`src/rtl/clk_freq_lock_det.sv`:
```
// clk_freq_lock_det: frequency lock detector for a divided monitored clock.
// Counts mon_toggle transitions per WINDOW_CYCLES window of clk_ref, range
// checks the count and drives a hysteresis lock FSM.
// Optional stall detector enabled by defining CLKMON_STUCK_DET_EN.
module clk_freq_lock_det #(
  parameter int WINDOW_CYCLES  = 1024,
  parameter int CNT_W          = 16,
  parameter int LOCK_WINDOWS   = 4,
  parameter int UNLOCK_WINDOWS = 2
) (
  input  logic             clk_ref,
  input  logic             reset,
  input  logic             mon_toggle,
  input  logic [CNT_W-1:0] cnt_min,
  input  logic [CNT_W-1:0] cnt_max,
  output logic             locked,
  output logic [CNT_W-1:0] freq_count,
  output logic             meas_valid,
  output logic             stuck
);

  localparam int WW      = (WINDOW_CYCLES > 1) ? $clog2(WINDOW_CYCLES) : 1;
  localparam int RUN_MAX = (LOCK_WINDOWS > UNLOCK_WINDOWS) ? LOCK_WINDOWS : UNLOCK_WINDOWS;
  localparam int RW      = $clog2(RUN_MAX + 1);
  localparam logic [WW-1:0] WIN_LAST = WW'(WINDOW_CYCLES - 1);
  localparam logic [RW-1:0] RUN_ONE  = RW'(1);
  localparam logic [RW-1:0] LOCK_N   = RW'(LOCK_WINDOWS);
  localparam logic [RW-1:0] UNLOCK_N = RW'(UNLOCK_WINDOWS);

  typedef enum logic [1:0] {
    S_UNLOCKED = 2'd0,
    S_ACQUIRE  = 2'd1,
    S_LOCKED   = 2'd2,
    S_HOLDOVER = 2'd3
  } state_e;

  logic             sync1_q, sync2_q, sync3_q;
  logic             trans;
  logic [WW-1:0]    win_q;
  logic             win_end;
  logic [CNT_W-1:0] tcnt_q, tcnt_inc;
  logic [CNT_W-1:0] freq_q;
  logic             mv_q;
  logic             good;
  state_e           state_q, state_d;
  logic [RW-1:0]    run_q, run_d;
  logic             locked_q, locked_d;
  logic             stuck_q;

  // Two-flop synchroniser plus an edge-detect flop on the async toggle
  always_ff @(posedge clk_ref or posedge reset) begin
    if (reset) begin
      sync1_q <= 1'b0;
      sync2_q <= 1'b0;
      sync3_q <= 1'b0;
    end else begin
      sync1_q <= mon_toggle;
      sync2_q <= sync1_q;
      sync3_q <= sync2_q;
    end
  end

  assign trans    = sync2_q ^ sync3_q;
  assign win_end  = (win_q == WIN_LAST);
  // Saturating increment; the window-end capture uses this so a transition
  // seen on the last cycle still lands in the reported count.
  assign tcnt_inc = (trans && (tcnt_q != {CNT_W{1'b1}})) ? tcnt_q + 1'b1 : tcnt_q;
  assign good     = (cnt_min <= tcnt_inc) && (tcnt_inc <= cnt_max);

  // Gate window, transition counter and count capture
  always_ff @(posedge clk_ref or posedge reset) begin
    if (reset) begin
      win_q  <= '0;
      tcnt_q <= '0;
      freq_q <= '0;
      mv_q   <= 1'b0;
    end else begin
      mv_q <= win_end;
      if (win_end) begin
        win_q  <= '0;
        tcnt_q <= '0;
        freq_q <= tcnt_inc;
      end else begin
        win_q  <= win_q + 1'b1;
        tcnt_q <= tcnt_inc;
      end
    end
  end

`ifdef CLKMON_STUCK_DET_EN
  localparam int STALL_LIM = WINDOW_CYCLES / 4;
  localparam int SW        = $clog2(STALL_LIM + 1);
  localparam logic [SW-1:0] STALL_MAX = SW'(STALL_LIM);

  logic [SW-1:0] stall_q, stall_d;
  logic          stuck_d;

  // Stall counter restarts on every transition and saturates at the limit
  always_comb begin
    stall_d = stall_q;
    stuck_d = stuck_q;
    if (trans) begin
      stall_d = '0;
      stuck_d = 1'b0;
    end else begin
      if (stall_q != STALL_MAX) stall_d = stall_q + 1'b1;
      if (stall_d == STALL_MAX) stuck_d = 1'b1;
    end
  end

  // Stall state registers
  always_ff @(posedge clk_ref or posedge reset) begin
    if (reset) begin
      stall_q <= '0;
      stuck_q <= 1'b0;
    end else begin
      stall_q <= stall_d;
      stuck_q <= stuck_d;
    end
  end
`else
  assign stuck_q = 1'b0;
`endif

  // Lock FSM next state: only window end moves it, except a stall override
  always_comb begin
    state_d = state_q;
    run_d   = run_q;
    if (win_end) begin
      unique case (state_q)
        S_UNLOCKED: if (good) begin
          if (LOCK_WINDOWS == 1) state_d = S_LOCKED;
          else begin
            state_d = S_ACQUIRE;
            run_d   = RUN_ONE;
          end
        end
        S_ACQUIRE: begin
          if (!good) begin
            state_d = S_UNLOCKED;
            run_d   = '0;
          end else if (run_q + RUN_ONE == LOCK_N) begin
            state_d = S_LOCKED;
            run_d   = '0;
          end else run_d = run_q + RUN_ONE;
        end
        S_LOCKED: if (!good) begin
          if (UNLOCK_WINDOWS == 1) state_d = S_UNLOCKED;
          else begin
            state_d = S_HOLDOVER;
            run_d   = RUN_ONE;
          end
        end
        S_HOLDOVER: begin
          if (good) begin
            state_d = S_LOCKED;
            run_d   = '0;
          end else if (run_q + RUN_ONE == UNLOCK_N) begin
            state_d = S_UNLOCKED;
            run_d   = '0;
          end else run_d = run_q + RUN_ONE;
        end
      endcase
    end
    if (stuck_q) begin
      state_d = S_UNLOCKED;
      run_d   = '0;
    end
    locked_d = (state_d == S_LOCKED) || (state_d == S_HOLDOVER);
  end

  // FSM state and registered lock output
  always_ff @(posedge clk_ref or posedge reset) begin
    if (reset) begin
      state_q  <= S_UNLOCKED;
      run_q    <= '0;
      locked_q <= 1'b0;
    end else begin
      state_q  <= state_d;
      run_q    <= run_d;
      locked_q <= locked_d;
    end
  end

  assign locked     = locked_q;
  assign freq_count = freq_q;
  assign meas_valid = mv_q;
  assign stuck      = stuck_q;

endmodule

```
`config.mk`:
```
export PLATFORM = sky130hd
export DESIGN_NAME = clk_freq_lock_det
export DESIGN_NICKNAME = d
export VERILOG_FILES = /design/src/rtl/clk_freq_lock_det.sv
export SDC_FILE = /design/constraint.sdc
export NUM_CORES = 1
export LEC_CHECK = 0
export CORE_ASPECT_RATIO = 1.25
export CORE_MARGIN = 2
export CORE_UTILIZATION = 45
export DETAILED_ROUTE_END_ITERATION = 16
export HOLD_SLACK_MARGIN = 0.05
export PLACE_DENSITY = 0.65
export SETUP_SLACK_MARGIN = 0.1
export SYNTH_ARGS = -nofsm -noshare
export SYNTH_HDL_FRONTEND = slang
export SYNTH_SLANG_ARGS = --single-unit
```
`constraint.sdc`:
```
create_clock -name clk_ref -period 4.93 [get_ports clk_ref]
set_clock_uncertainty 0.15 [all_clocks]
set_input_delay 0.493 -clock clk_ref [delete_from_list [all_inputs] [get_ports clk_ref]]
set_output_delay 0.493 -clock clk_ref [all_outputs]
set_load 0.005 [all_outputs]
```
* Yosys cells after proc, flatten, opt, wreduce, memory -nomap -nowiden *
Cells that the tools add are included.

storage, ports and cells
  bits in registers = 52
  bits of input ports = 35
  output and inout bits = 19
  word-level logic and storage cells = 50

cells by class
  $add $sub $neg = 3
  $lt $le $gt $ge = 2
  eq/ne operators = 11
  muxes and demuxes = 18
  bitwise gates (word level) = 1
  reductions and logical operators = 5

operator list
  cell                   number
  $le 16x16->1           2
  $mux 16                2
  $mux 3                 6
  $add 16x1->16 const B  1
  $ne 16x16->1 const B   1
  $mux 2                 7
  $pmux 3 s4             1
  $add 10x1->10 const B  1
  $eq 10x10->1 const B   1
  $mux 10                1
  $eq 2x2->1 const B     4
  $pmux 2 s4             1
  $ne 2x2->1 const B     2
  $add 3x1->3 const B    1
  $eq 3x2->1 const B     1
  $eq 3x3->1 const B     1
  $reduce_and 3->1       1
  $eq 2x1->1 const B     1
  $logic_and 1x1->1      2
  $logic_not 2->1        1
  $logic_or 1x1->1       1
  $xor 1x1->1            1

* Longest topological paths before layout *
Gate-level depths: netlist of run 1.

  word-level depth = 10
  depth in mapped cells = 20
  gate-level depth less buffers = 19

* Least setup slack after synthesis of run 1 *
Ideal clock, no wire load.

  path kind = reg-to-reg
  start point = register tcnt_q[0]
  end point = register run_q[2]
  library setup time = 0.121 ns
  arrival = 3.820 ns
  data required time = 4.659 ns
  setup slack = 0.839 ns
  stages on the path, launching flop included = 21
  path buffers = 1
  clock period less this slack = 4.091 ns
  cell sequence = dfrtp_1 > ha_1 > nand3_1 > nor4_2 > nor2_1 > nand3_1 > nor2_1 > nand4_1 > xor2_1 > inv_1 > ha_1 > a211oi_1 > nor2_1 > a211o_1 > a211oi_1 > o211ai_1 > a32o_1 > buf_6 > xnor2_4 > o21ai_2 > a22o_1

between the ends
  word-level cells in the longest chain between the ends = 7
  elaborated cells between the ends (all ways) = 13
  classes of those cells = add/sub: 1; order compare: 2; eq/ne: 3; mux: 4; reduce/logical: 3

RTL lines
  element                                                line  RTL
  start, declared                                        41    logic [CNT_W-1:0] tcnt_q, tcnt_inc;
  start signal, assigned                                 85    tcnt_q <= tcnt_inc;
  branches (longest 2 deep; another with $add 16x1->16)  -
  $mux 16 (*)                                            67    assign tcnt_inc = (trans && (tcnt_q != {CNT_W{1'b1}})) ? tcnt_q + 1'b1 : tcnt_q;
  net tcnt_inc[9]                                        41
  $le 16x16->1                                           68    assign good = (cnt_min <= tcnt_inc) && (tcnt_inc <= cnt_max);
  $logic_and 1x1->1 (*)                                  68
  $mux 3, or another cell as far along                   155   if (good) begin
  $pmux 3 s4 / $reduce_and 3->1 (equally long branches)  -
  end signal, assigned                                   180   run_q <= run_d;
  end, declared                                          46    logic [RW-1:0] run_q, run_d;

Mark *: on every way through the listed nets, which the timed path passes.
A chain may end at the register's enable or synchronous reset.

* Worst setup path after layout of run 1 *
Ends and elaborated chain as after synthesis.

==> impl_metrics.toml, run 1 <==
[sta]
max_freq_mhz = 223
finalWorstSetupSlack_ns = 0.439
hold_violations = 0
hold_slack_ns = 0.209
finalCritPeriodShare_pct = 91.1
worstMarginPinSlew_ns = 1.02
finalSetupViolCount = 0
maxSlewViolCount = 0
min_period_ns = 4.49
maxSlewHeadroom_pct = 31.7
tns_ns = 0
rsz0062_at_grt = "false"

[grt]
grt_util_met2_pct = 32.1
grt.busiest_layer = "met2"
antenna_found_initial = 0
grt.met1_usage_pct = 24.4
overflow = 0
use_met3_pct = 1.65
grt_pass1_vias = 2583
grt_pass1_wl_mm = 11.6
groute.usage.overall_pct = 18.5
grt_max_degree = 53

[power_and_ir_drop]
finalPower_uw = 1090
ir_drop_uv = 198
power.density_nw_per_um2 = 274
leakagePower_uw = 0.00197

[floorplanning]
boundaryPins = 54
core_area_um2 = 6980
fp.dieW_um = 79.7
start_util_pct = 46.3
fp-row-count = 34
die_y_um = 98.7
die_area_um2 = 7870

[cts]
clk_path_buf_depth = 2
htree_levels = 2
cts-buffers-inserted = 5
post_cts_buffers = 0
clock-sinks = 52
ctsHoldBuffers = 0
insertion_delay_ns = 0.31
tritoncts = "built"
clk_pin_slew_ns = 0.09
ctsRootBufferMaster = "clkbuf_8"

[cells_and_area]
seqCellArea_um2 = 1300
nFillCells = 626
drive_gt1_share_pct = 8.37
final_nets = 475
syn_to_final_growth_pct = 23.1
antenna_cells = 0
multiInputGateArea_um2 = 1740

[synth]
syn-cell-area_um2 = 3230
syn_area_per_cell_um2 = 9.27
synthesis.nets = 418
yosysUniqueCellTypes = 55
synth.area.top_cells = "dfrtp_1 40%, ha_1 14%, nor2_1 6.4%"
synth_top_flop_cell = "dfrtp_1"
yosysMostFrequentCell = "nor2_1"
async_reset_ff_share_pct = 100
synth_cells = 348
synth_top_area_share_pct = 40.3
yosysSeqAreaShare_pct = 40.3
synth_enable_flop_cells = 0
yosysWarnings = 0
synth_common_cells = "55 x nor2_1, 52 x dfrtp_1, 39 x inv_1"
ys_ff_latch = 52
synth_top_area_cell = "dfrtp_1"

[setup_path]
crit_path_start_kind = "flop"
worstPathArrival_ns = 4.54
cp-end-kind = "flop"
path_cells = "ha_1 -> nand3_1 -> nor4_4 -> nor2_2 -> nand3_1 -> nor2_2 -> nand4_1 -> xor2_2 -> inv_1 -> ha_1 -> a211oi_1 -> nor2_1 -> a211o_1 -> a211oi_1 -> o211ai_1 -> a32o_2 -> nand3b_1 -> o21ai_0 -> a22o_1"
crit_fanout = 9
slowest_stage = "dfrtp_1"
critPathMaxStageDelay_ns = 0.46
crit_required_ns = 4.98
critPathKind = "flop to flop"

[routing]
first_pass_iters = 4
viasPerCell = 5.09
drc = 0
route.final.wire_length_mm = 6.85
wl_per_cell_um = 13.8
dr_total_vias = 2525
ant_nets = 0
drtIter0Drc = 57

[place]
port_buffers = 52
dp_worst_setup_slack_ns = 0.153
dp_hpwl_mm = 5.24
finalWeightedCongestion = 0.830

[min_path]
hp-class = "flop to flop"

[run]
drv_cap = 0

[outcome]
run_status = "finished, final reports clean"
[cell families (layout without fill, tap and decap cells)]
family          count (synthesis)  count (layout)  synth area share [%]
compound gates                 62              62                  12.4
xor+xnor                       25              25                  8.26
fa+ha+maj                      35              35                  13.6
buf+inv                        49             107                  6.44
flops                          52              52                  40.3
mux                             2               2                 0.620
other cells                     1               1                 0.116
simple gates                  122             122                  18.3
[stage by stage]
stage / instance area (um^2) / std cells / utilization [%]
6_report: 3970 / 496 / 56.9
5_1_grt: 3970 / 496 / 56.9
4_1_cts: 3950 / 496 / 56.6
3_5_place_dp: 3860 / 488 / 55.3
3_3_place_gp: 3860 / 488 / 55.3
2_1_floorplan: 3230 / 348 / -
[flip-flops by register name, summed over array words and instances, names as in the netlist]
signal / cells
state_q: 2
sync3_q: 1
win_q: 10
run_q: 3
tcnt_q: 16
sync2_q: 1
freq_count: 16
locked: 1
meas_valid: 1
sync1_q: 1
[per-layer routing]
| layer | up-vias | part of all wire [%] | wire, um |
|---|---|---|---|
| li1 | 1293 | - | - |
| met1 | 1196 | 47 | 3210 |
| met2 | 30 | 50 | 3420 |
| met3 | 6 | 1.9 | 127 |
| met4 | 0 | 1.3 | 91 |
| met5 | - | 0 | 0 |
[power breakdown]
part           leakage, uW  internal [uW]  switching, uW  total [uW]
sequential        0.000679            451           33.6         485
clock            0.0000445            101            142         243
combinational      0.00125            170            189         359
[critical path: cells and delay by family (launching register included)]
kind            cells  cell delay (ns)
flops               1             0.46
buf+inv             1             0.07
fa+ha+maj           2             0.54
simple gates        8             1.16
xor+xnor            1             0.27
compound gates      7             1.72
[final cells by class]
| type | instances | area share [%] |
|---|---|---|
| sequential | 52 | 32.8 |
| clock buffer | 5 | 1.73 |
| tap | 90 | 2.83 |
| clock inverter | 3 | 0.535 |
| multi-input combinational | 247 | 43.8 |
| inverter | 39 | 3.69 |
| timing repair buffer | 60 | 14.6 |
[cells in the final DEF (no fill, tap or decap), types with 2 or more instances in the layout]
cell type	n
a2111oi_0	2
a211oi_1	3
nand4_1	8
dfrtp_1	52
o21ai_2	2
mux2i_1	2
ha_1	35
inv_1	38
nor2_1	53
nand2_1	18
nor2b_1	3
and3_1	5
clkbuf_8	5
nor2_2	2
a21oi_1	25
xor2_1	10
xnor2_1	11
clkdlybuf4s50_1	52
nand3_1	13
and3_2	2
a21o_1	4
buf_4	8
o21ai_0	12
nor3_1	6
o21a_1	2
[what timing repair did]
| action | in CTS | in global routing |
|---|---|---|
| endpoints found under the hold margin | 0 | 0 |
| resized for setup | 0 | 5 |
| endpoints found under the setup margin | 0 | 5 |
[final timing paths]
kind | startpoint | endpoint | slack [ns] | cells after the start
worst max register to register | tcnt_q[0] | run_q[2] | 0.44 | 19
worst min-delay path | sync1_q | sync2_q | 0.21 | 0
worst min register to register | sync1_q | sync2_q | 0.21 | 0
worst max-delay path | tcnt_q[0] | run_q[2] | 0.44 | 19
max in group asynchronous | reset | sync1_q | 3.40 | 2
min in group asynchronous | reset | freq_count[5] | 0.59 | 2
Note: power is estimated with default switching activity, not from simulation.
==> run 2, diff against run 1 <==
Settings changed: CORE_UTILIZATION 45 to 40, PLACE_DENSITY 0.65 to 0.59, SETUP_SLACK_MARGIN 0.1 to unset.
==> impl_metrics.toml, run 2 (synthesis results as in run 1) <==
[cts]
clk_pin_slew_ns = 0.09
clk_path_buf_depth = 2
htree_levels = 2
ctsRootBufferMaster = "clkbuf_8"
clock-sinks = 52
tritoncts = "built"
cts-buffers-inserted = 5
insertion_delay_ns = 0.30

[grt]
grt_pass1_vias = 2523
grt_pass1_wl_mm = 11.8
antenna_found_initial = 0
groute.usage.overall_pct = 16.4
overflow = 0
grt_max_degree = 60

[sta]
tns_ns = 0
hold_slack_ns = 0.206
min_period_ns = 4.47
hold_violations = 0
maxSlewViolCount = 0
finalCritPeriodShare_pct = 90.6
max_freq_mhz = 224
rsz0062_at_grt = "false"
worstMarginPinSlew_ns = 1.03
maxSlewHeadroom_pct = 31.1
finalSetupViolCount = 0

[setup_path]
crit_end = "run_q[2]"
r2r_setup_slack_ns = 0.46
critPathLaunch = "tcnt_q[2]"
worstPathArrival_ns = 4.52
crit_required_ns = 4.98
crit_path_start_kind = "flop"
crit_fanout = 9
cp-end-kind = "flop"
critPathKind = "flop to flop"
rr_worst_depth = 16
timing.rr.start = "tcnt_q[2]"
r2r-end = "run_q[2]"

[power_and_ir_drop]
switching_share_pct = 31.2
pwr-share-comb_pct = 32.0
power.internal_uw = 779
power.density_nw_per_um2 = 282
ir_drop_uv = 178
power.switching_uw = 353
leakagePower_uw = 0.00199
pwr-share-clk_pct = 25.1
seqPwrFrac_pct = 42.9

[floorplanning]
boundaryPins = 54
die_area_um2 = 8810
core_area_um2 = 7790
fp-row-count = 36
fp.dieW_um = 84.3
start_util_pct = 41.4
die_y_um = 104

[outcome]
run_status = "finished, final reports clean"

[routing]
viasPerCell = 4.97
drc = 0
wl_per_cell_um = 13.5
drtIter0Drc = 110
first_pass_iters = 4
dr_total_vias = 2495
route.final.wire_length_mm = 6.80
ant_nets = 0

[cells_and_area]
final_nets = 476
finalInstanceArea_um2 = 4010
instances_no_fill = 502
final_util_pct = 51.4
drive_gt1_share_pct = 8.60
final_common_cell = "nor2_1"
syn_to_final_growth_pct = 24.2
antenna_cells = 0
final_cell_mix = "53 x nor2_1, 52 x dfrtp_1, 52 x clkdlybuf4s50_1"

[place]
postPlaceCellArea_um2 = 3870
dp_hpwl_mm = 5.24
port_buffers = 52
finalWeightedCongestion = 0.804
place_inst = 494

[min_path]
hp-class = "flop to flop"

[run]
drv_cap = 0
[run 2: repair_timing]
action	in CTS	in global routing
endpoints found under the setup margin	0	5
buffers inserted	0	0
hold buffers	0	0
hold endpoints to repair	0	0
resized for setup	0	6
[run 2: worst min-delay path by stage]
stage / from / endpoint / slack (ns) / cells after the start
floorplan: sync1_q / sync2_q / 0.18 / 0
global placement: sync1_q / sync2_q / 0.18 / 0
detailed placement: sync1_q / sync2_q / 0.19 / 0
CTS: sync1_q / sync2_q / 0.21 / 0
global route: sync1_q / sync2_q / 0.22 / 0
finish: sync1_q / sync2_q / 0.21 / 0
[run 2: per-layer routing]
layer,up-vias,GRT usage (%),wire [um]
met5,-,0,0
met4,0,5.56,116
met3,8,2.14,237
met2,44,27.8,3350
met1,1142,21.6,3100
li1,1301,-,-
[run 2: worst max-delay path, stage by stage, from the launching register on]
cell	delay, ns
dfrtp_1	0.49
nand4_2	0.22
or4_4	0.62
nand2_1	0.17
nor2_1	0.12
nand3_1	0.12
xor2_1	0.40
inv_1	0.10
ha_1	0.28
nand2_1	0.07
a2111oi_0	0.54
a211oi_2	0.12
o211ai_1	0.13
a32o_2	0.37
xnor2_4	0.15
o21ai_2	0.08
a22o_1	0.21
[run 2: power groups by stage]
stage / Sequential [uW] / Clock [uW] / Combinational [uW]
floorplan: 486 / 0 / 250
global placement: 491 / 0 / 367
global route: 491 / 311 / 411
CTS: 485 / 292 / 368
finish: 485 / 284 / 362
detailed placement: 493 / 0 / 365
[run 2: per-stage QoR]
| step | total power [uW] | setup WS, ns |
|---|---|---|
| floorplan | 736 | 0.839 |
| global placement | 858 | 0.261 |
| detailed placement | 859 | 0.128 |
| CTS | 1150 | 0.115 |
| global route | 1210 | 0.00795 |
| finish | 1130 | 0.463 |
[run 2: layout make-up]
type | instances | area [um^2]
fillers | 760 | 3780
multi-input cells | 247 | 1750
flip-flops and latches | 52 | 1300
repair buffers | 61 | 588
inverters | 39 | 146
well taps | 95 | 119
clock buffers | 6 | 72.6
clock inverters | 2 | 35.0
